<file path="config.mk">
export PLATFORM = sky130hd
export DESIGN_NAME = bcp_sched
export DESIGN_NICKNAME = d
export VERILOG_FILES = /design/src/rtl/bcp_sched.sv
export SDC_FILE = /design/constraint.sdc
export NUM_CORES = 1
export LEC_CHECK = 0
export BUFFER_PORTS_ARGS = -buffer_cell sky130_fd_sc_hd__buf_2
export CORE_MARGIN = 2
export CORE_UTILIZATION = 40
export CTS_CLUSTER_DIAMETER = 60
export DETAILED_ROUTE_END_ITERATION = 7
export PLACE_DENSITY = 0.65
export SLEW_MARGIN = 20
export SYNTH_ARGS = -nofsm -noshare
export SYNTH_HDL_FRONTEND = slang
export SYNTH_SLANG_ARGS = --single-unit
</file>
<file path="constraint.sdc">
create_clock -name clk -period 3.6 [get_ports clk]
set_input_delay 0 -clock clk [delete_from_list [all_inputs] [get_ports clk]]
set_output_delay 0 -clock clk [all_outputs]
set_load 0.01 [all_outputs]
</file>
<file path="src/rtl/bcp_sched.sv">
// Pass sequencer for one BCP PE: pops a decision literal, streams the clause set through the PE, and routes
// each result to recirc, to the UCQ or drops it. A clause fires only when CLQ has data and UCQ/recirc have room.
module bcp_sched #(
   parameter int LIT_W = 8,
   parameter int CNT_W = 10
) (
   input  logic             clk,
   input  logic             rst_n,
   input  logic             start,
   input  logic [CNT_W-1:0] num_clauses,
   input  logic             ucq_empty,
   input  logic             ucq_full,
   input  logic [LIT_W-1:0] ucq_head,
   output logic             ucq_pop,
   output logic             ucq_push,
   output logic [LIT_W-1:0] ucq_push_lit,
   input  logic             clq_empty,
   output logic             clq_pop,
   input  logic             recirc_full,
   output logic             recirc_push,
   output logic [LIT_W-1:0] pe_lit,
   input  logic             pe_imply,
   input  logic [LIT_W-1:0] pe_imply_idx,
   input  logic             pe_done,
   input  logic             pe_conflict,
   output logic             busy,
   output logic             res_sat,
   output logic             res_conflict,
   output logic             res_quiet,
   output logic [CNT_W-1:0] pass_cnt
);

   localparam logic [CNT_W-1:0] CNT_ONE = {{(CNT_W-1){1'b0}}, 1'b1};
   localparam logic [CNT_W-1:0] CNT_MAX = {CNT_W{1'b1}};

   typedef enum logic [2:0] {
      IDLE,
      FETCH,
      STREAM,
      SAT,
      CONFLICT,
      QUIET
   } state_t;

   state_t           state;
   state_t           state_nxt;
   logic [LIT_W-1:0] pe_lit_nxt;
   logic [CNT_W-1:0] active;
   logic [CNT_W-1:0] active_nxt;
   logic [CNT_W-1:0] processed;
   logic [CNT_W-1:0] processed_nxt;
   logic [CNT_W-1:0] kept;
   logic [CNT_W-1:0] kept_nxt;
   logic [CNT_W-1:0] kept_inc;
   logic [CNT_W-1:0] pass_cnt_nxt;
   logic             res_sat_nxt;
   logic             res_conflict_nxt;
   logic             res_quiet_nxt;
   logic             fire;

   assign busy = (state == FETCH) || (state == STREAM);

   always_comb begin
      state_nxt        = state;
      pe_lit_nxt       = pe_lit;
      active_nxt       = active;
      processed_nxt    = processed;
      kept_nxt         = kept;
      kept_inc         = kept;
      pass_cnt_nxt     = pass_cnt;
      res_sat_nxt      = res_sat;
      res_conflict_nxt = res_conflict;
      res_quiet_nxt    = res_quiet;
      fire             = 1'b0;
      ucq_pop          = 1'b0;
      ucq_push         = 1'b0;
      ucq_push_lit     = '0;
      clq_pop          = 1'b0;
      recirc_push      = 1'b0;

      case (state)
         IDLE, SAT, CONFLICT, QUIET: begin
            if (start) begin
               res_sat_nxt      = 1'b0;
               res_conflict_nxt = 1'b0;
               res_quiet_nxt    = 1'b0;
               pass_cnt_nxt     = '0;
               active_nxt       = num_clauses;
               if (num_clauses == '0) begin
                  state_nxt   = SAT;
                  res_sat_nxt = 1'b1;
               end else begin
                  state_nxt = FETCH;
               end
            end
         end

         FETCH: begin
            if (active == '0) begin
               state_nxt   = SAT;
               res_sat_nxt = 1'b1;
            end else if (ucq_empty) begin
               state_nxt     = QUIET;
               res_quiet_nxt = 1'b1;
            end else begin
               ucq_pop       = 1'b1;
               pe_lit_nxt    = ucq_head;
               processed_nxt = '0;
               kept_nxt      = '0;
               state_nxt     = STREAM;
            end
         end

         STREAM: begin
            fire    = !clq_empty && !ucq_full && !recirc_full;
            clq_pop = fire;
            // A conflict ends the run outright, even on the last clause of a pass.
            if (fire && pe_conflict) begin
               state_nxt        = CONFLICT;
               res_conflict_nxt = 1'b1;
            end else if (fire) begin
               if (!pe_done) begin
                  if (pe_imply) begin
                     ucq_push     = 1'b1;
                     ucq_push_lit = pe_imply_idx;
                  end else begin
                     recirc_push = 1'b1;
                     kept_inc    = kept + CNT_ONE;
                  end
               end
               kept_nxt      = kept_inc;
               processed_nxt = processed + CNT_ONE;
               if (processed == active - CNT_ONE) begin
                  active_nxt = kept_inc;
                  if (pass_cnt != CNT_MAX) begin
                     pass_cnt_nxt = pass_cnt + CNT_ONE;
                  end
                  state_nxt = FETCH;
               end
            end
         end

         default: state_nxt = IDLE;
      endcase
   end

   always_ff @(posedge clk) begin
      if (!rst_n) begin
         state        <= IDLE;
         pe_lit       <= '0;
         pass_cnt     <= '0;
         active       <= '0;
         processed    <= '0;
         kept         <= '0;
         res_sat      <= 1'b0;
         res_conflict <= 1'b0;
         res_quiet    <= 1'b0;
      end else begin
         state        <= state_nxt;
         pe_lit       <= pe_lit_nxt;
         pass_cnt     <= pass_cnt_nxt;
         active       <= active_nxt;
         processed    <= processed_nxt;
         kept         <= kept_nxt;
         res_sat      <= res_sat_nxt;
         res_conflict <= res_conflict_nxt;
         res_quiet    <= res_quiet_nxt;
      end
   end

   a_no_push_pop: assert property (@(posedge clk) disable iff (!rst_n) !(ucq_push && ucq_pop));
   a_clq_pop_ok:  assert property (@(posedge clk) disable iff (!rst_n) clq_pop |-> !clq_empty);
   a_ucq_pop_ok:  assert property (@(posedge clk) disable iff (!rst_n) ucq_pop |-> !ucq_empty);

endmodule

</file>
== After elaboration in Yosys (flattened, before gate mapping) ==
Cells that the tools add are included.
Storage, ports and cells
  bits of input ports: 36
  word-level logic and storage cells: 114
  register bits after elaboration: 54
Operators by class
  bitwise gates (word level): 2
  reductions and logical operators: 22
  add/subtract/negate cells: 4
  multiplexer cells: 58
  equal/unequal tests: 19
Operators with widths (count)
  two-way mux 10 bit: 17
  one-hot mux 10 bit (2 select lines): 4
  two-way mux 8 bit: 5
  adder 10 x 1 -> 10 bit (second input constant): 3
  two-way mux 1 bit: 21
  zero test 10 bit: 2
  two-way mux 3 bit: 6
  AND reduction 3 bit: 4
  equality test 10 bit: 1
  inequality test 10 bit (second input constant): 1
  inequality test 2 x 1 -> 1 bit (second input constant): 5
  inequality test 2 bit (second input constant): 5
  AND reduction 5 bit: 2
  subtractor 10 x 1 -> 10 bit (second input constant): 1
  one-hot mux 3 bit (3 select lines): 1
  equality test 3 x 2 -> 1 bit (second input constant): 2
  equality test 3 bit (second input constant): 2
  inequality test 3 x 1 -> 1 bit (second input constant): 2
  one-hot mux 1 bit (2 select lines): 3
  AND reduction 6 bit: 1
  nonzero test 2 bit: 3
  AND reduction 4 bit: 1
  OR reduction 4 bit: 1
  equality test 3 x 1 -> 1 bit (second input constant): 1
  other kinds (6): 11

== Logic depth before layout (Yosys ltp) ==
  depth in word-level cells: 7
  gate-level depth with buffers: 14
  mapped depth without buffers: 10

== Least setup slack after synthesis ==
OpenSTA, ideal clock, no wires.
  kind: register to register
  start point: register active[0]
  end point: register pass_cnt[9]
  setup time: 0.072 ns
  buffers on the path: 3
  data required time: 3.528 ns
  slack: 0.648 ns
  period minus slack after synthesis: 2.952 ns
  arrival: 2.880 ns
  cell stages (with the launch flop): 14
  cell sequence: dfxtp_1 > clkbuf_1 > inv_1 > ha_1 > buf_6 > nor3b_1 > or4_1 > a21oi_1 > o2111ai_1 > a211oi_2 > o21ai_1 > buf_2 > or4_1 > a21oi_1
Between the ends
  longest elaborated chain between the ends: 4
RTL lines
  start: declaration: RTL line 48  | logic [CNT_W-1:0] active;
  start signal: assignment: RTL line 162  | active <= active_nxt;
  subtractor 10 x 1 -> 10 bit: RTL line 133  | if (processed == active - CNT_ONE) begin
  equality test 10 bit: RTL line 133
  inequality test 2 x 1 -> 1 bit (no source line)
  AND reduction 6 bit (no source line)
  end signal: assignment: RTL line 161  | pass_cnt <= pass_cnt_nxt;
  end: declaration: RTL line 30  | output logic [CNT_W-1:0] pass_cnt
No other way between the ends.
A chain may end at the register's enable or synchronous reset.

== Worst setup path in the final report ==
Same ends and word-level chain as after synthesis.

==> impl_metrics.env <==
export IMPL_die_h_um=92.5
export IMPL_ff2ff_path_depth=10
export IMPL_min_path_cells=3
export IMPL_timing_rr_end="pass_cnt[9]"
export IMPL_rsz0062_at_grt="no"
export IMPL_insertion_delay_ns=0.32
export IMPL_reg2reg_slack_ns=0.34
export IMPL_synth_cell_type_count=52
export IMPL_fin_nets=503
export IMPL_yosysWarnings=0
export IMPL_cp_arrival_ns=3.51
export IMPL_n_antenna_cell=0
export IMPL_power_density_nw_per_um2=558
export IMPL_fin_worst_skew_ns=0.0129
export IMPL_crit_path_start_kind="register"
export IMPL_slew_violations=0
export IMPL_ant_nets=0
export IMPL_grt_pass1_vias=2781
export IMPL_numPortBuffers=69
export IMPL_die_area_sq_um=8560
export IMPL_wirelength_um=8000
export IMPL_synth_seq_cells=54
export IMPL_hp_start="num_clauses[8]"
export IMPL_ir_drop_mv=0.248
export IMPL_syn_nets=436
export IMPL_async_flop_share_pct=0
export IMPL_fmaxAchievable_ghz=0.307
export IMPL_synth_area_sq_um=3130
export IMPL_setup_viol=0
export IMPL_synth_edff_count=0
export IMPL_min_period_ns=3.26
export IMPL_vias=3078
export IMPL_final_cell_mix="buf_2, nor2_1, dfxtp_1"
export IMPL_synth_top_area_share_pct=34.5
export IMPL_ctsLongestPathBuffers=2
export IMPL_grt_pass1_wl_um=13200
export IMPL_clkTransAtPathRegs_ns=0.10
export IMPL_crit_type="reg -> reg"
export IMPL_syn_inst=395
export IMPL_hold_path_class="in -> reg"
export IMPL_dr_pass1_iters=4
export IMPL_leakagePower_nw=1.52
export IMPL_viasPerCell=5.45
export IMPL_root_buffer="clkbuf_8"
export IMPL_fin_setup_tns_ns=0
export IMPL_dp_cells=547
export IMPL_avgSynthCellArea_sq_um=7.93
export IMPL_synth_ff_type="dfxtp_1"
export IMPL_post_layout_nonfiller_instances=565
export IMPL_drive_gt1_share_pct=19.2
export IMPL_die_width_um=92.5
export IMPL_dp_hpwl_um=5840
export IMPL_max_slew_margin_rel_pct=29.6
export IMPL_status="complete, no violations"
export IMPL_post_route_period_util_pct=90.5
export IMPL_hold_viol_final=0
export IMPL_tightest_slew_ns=1.04
export IMPL_area_growth_pct=19.5
export IMPL_slowest_delay_ns=0.57
export IMPL_cp_slowest_cell="or4_1"
export IMPL_initial_utilization_pct=41.0
export IMPL_hold_end="active[8]"
export IMPL_final_common_cell="buf_2"
export IMPL_avgRoutedWirePerCell_um=14.2
export IMPL_grt_usage_pct=19.0
export IMPL_synth_area_leaders="dfxtp_1, nor2_1, mux2i_1"
export IMPL_hold_worst_slack_ns=0.0133
export IMPL_drc=0
export IMPL_worstPathCellList="inv_1 -> ha_1 -> nor3b_1 -> or4_1 -> a21oi_1 -> o2111ai_1 -> a211oi_2 -> o21ai_2 -> or4_1 -> a21oi_1"
export IMPL_antenna_found_initial=0
export IMPL_r2r_start="active[0]"
export IMPL_required_ns=3.85
export IMPL_startpoint="active[0]"
export IMPL_drtIter0Drc=188
export IMPL_place_gp_congestion=0.875
export IMPL_endpoint_kind="register"
export IMPL_maxCapViolations=0
export IMPL_cts_tree="done"
export IMPL_synth_seq_area_share_pct=34.5
export IMPL_grt_max_degree=31
export IMPL_coreArea_sq_um=7650
export IMPL_rows=32
export IMPL_htree_levels=2
export IMPL_synth_top_cell_by_area="dfxtp_1"
export IMPL_crit_fanout=20
export IMPL_globalRouteOverflowTotal=0
export IMPL_numCtsBuffers=5
export IMPL_numClockSinks=54
export IMPL_ios=70
==> flip-flops by register name, indices dropped and copies added (netlist names) <==
register / count
active: 10
kept: 10
pass_cnt: 10
pe_lit: 8
processed: 10
res_conflict: 1
res_quiet: 1
res_sat: 1
state: 3
==> power by group <==
group          switching (mW)  internal, mW
clock network           0.215         0.159
registers               0.105         0.679
logic                   0.542         0.390
total                   0.863          1.23
==> worst max-delay path, delay by kind of cell (launching register included) <==
family	cells	cell delay, ns
buf+inv	1	0.10
compound gates	5	0.98
simple gates	3	1.30
flops	1	0.46
fa+ha+maj	1	0.34
==> logic make-up (layout without fill, tap and decap cells) <==
| kind of cell | Yosys count | in the layout | share of synthesized area, % |
|---|---|---|---|
| XOR/XNOR | 32 | 32 | 9.38 |
| multiplexers | 15 | 15 | 4.79 |
| AND/OR/NAND/NOR | 171 | 171 | 27.5 |
| buffers and inverters | 31 | 99 | 3.99 |
| flip-flops | 54 | 54 | 34.5 |
| AO/OA/AOI/OAI | 87 | 87 | 17.8 |
| adder cells (fa/ha/maj) | 5 | 5 | 2.00 |
==> stage by stage <==
stage	setup WS, ns	power [mW]	utilization, %	instance area [sq um]
after detailed placement	0.273	1.70	46.3	3540
after floorplan	0.648	1.48	-	3130
after CTS	0.233	2.08	48.9	3740
final	0.342	2.09	49.0	3740
after global placement	0.374	1.69	46.3	3540
after global routing	0.130	2.23	49.0	3740
==> synthesized netlist by cell type, drive strengths merged (2+ instances only) <==
master	count
nor2	57
dfxtp	54
nand2	28
a21oi	26
nand3	24
clkbuf	20
o21ai	20
xor2	16
mux2i	15
xnor2	15
and2	11
or4	10
inv	9
o31ai	8
and3	7
nor3	7
ha	5
or3	5
a211o	4
a31oi	4
and4	4
nand4	4
nor2b	4
a211oi	3
a21o	3
a22oi	3
nor3b	3
buf	2
o211ai	2
o22ai	2
o41ai	2
or2	2
==> repair_timing <==
action,4_1_cts,5_1_grt
hold buffers,10,0
setup buffers,0,0
endpoints found under the hold margin,10,0
setup endpoints to repair,0,0
resized for setup,0,0
==> worst max-delay path by stage <==
stage	endpoint	slack, ns
2_1_floorplan	pass_cnt[9]	0.65
3_3_place_gp	pass_cnt[9]	0.37
3_5_place_dp	pass_cnt[9]	0.27
4_1_cts	pass_cnt[9]	0.23
5_1_grt	pass_cnt[9]	0.13
6_report	pass_cnt[9]	0.34
==> routing by layer <==
layer	GRT usage [%]	share of wire, %	vias to the layer above
met1	24.9	47	1429
li1	-	-	1542
met2	31.9	47	97
met5	0	0	-
met3	3.50	5.3	10
met4	5.47	1.3	0
==> final cells by class <==
type,count,area (sq um)
clock buffer,6,82.6
clock inverter,2,16.3
fill,753,3900
inverter,9,33.8
multi-input combinational,310,1940
sequential,54,1080
tap,102,128
timing repair buffer,82,468
Power figures use the tool's default switching activity.
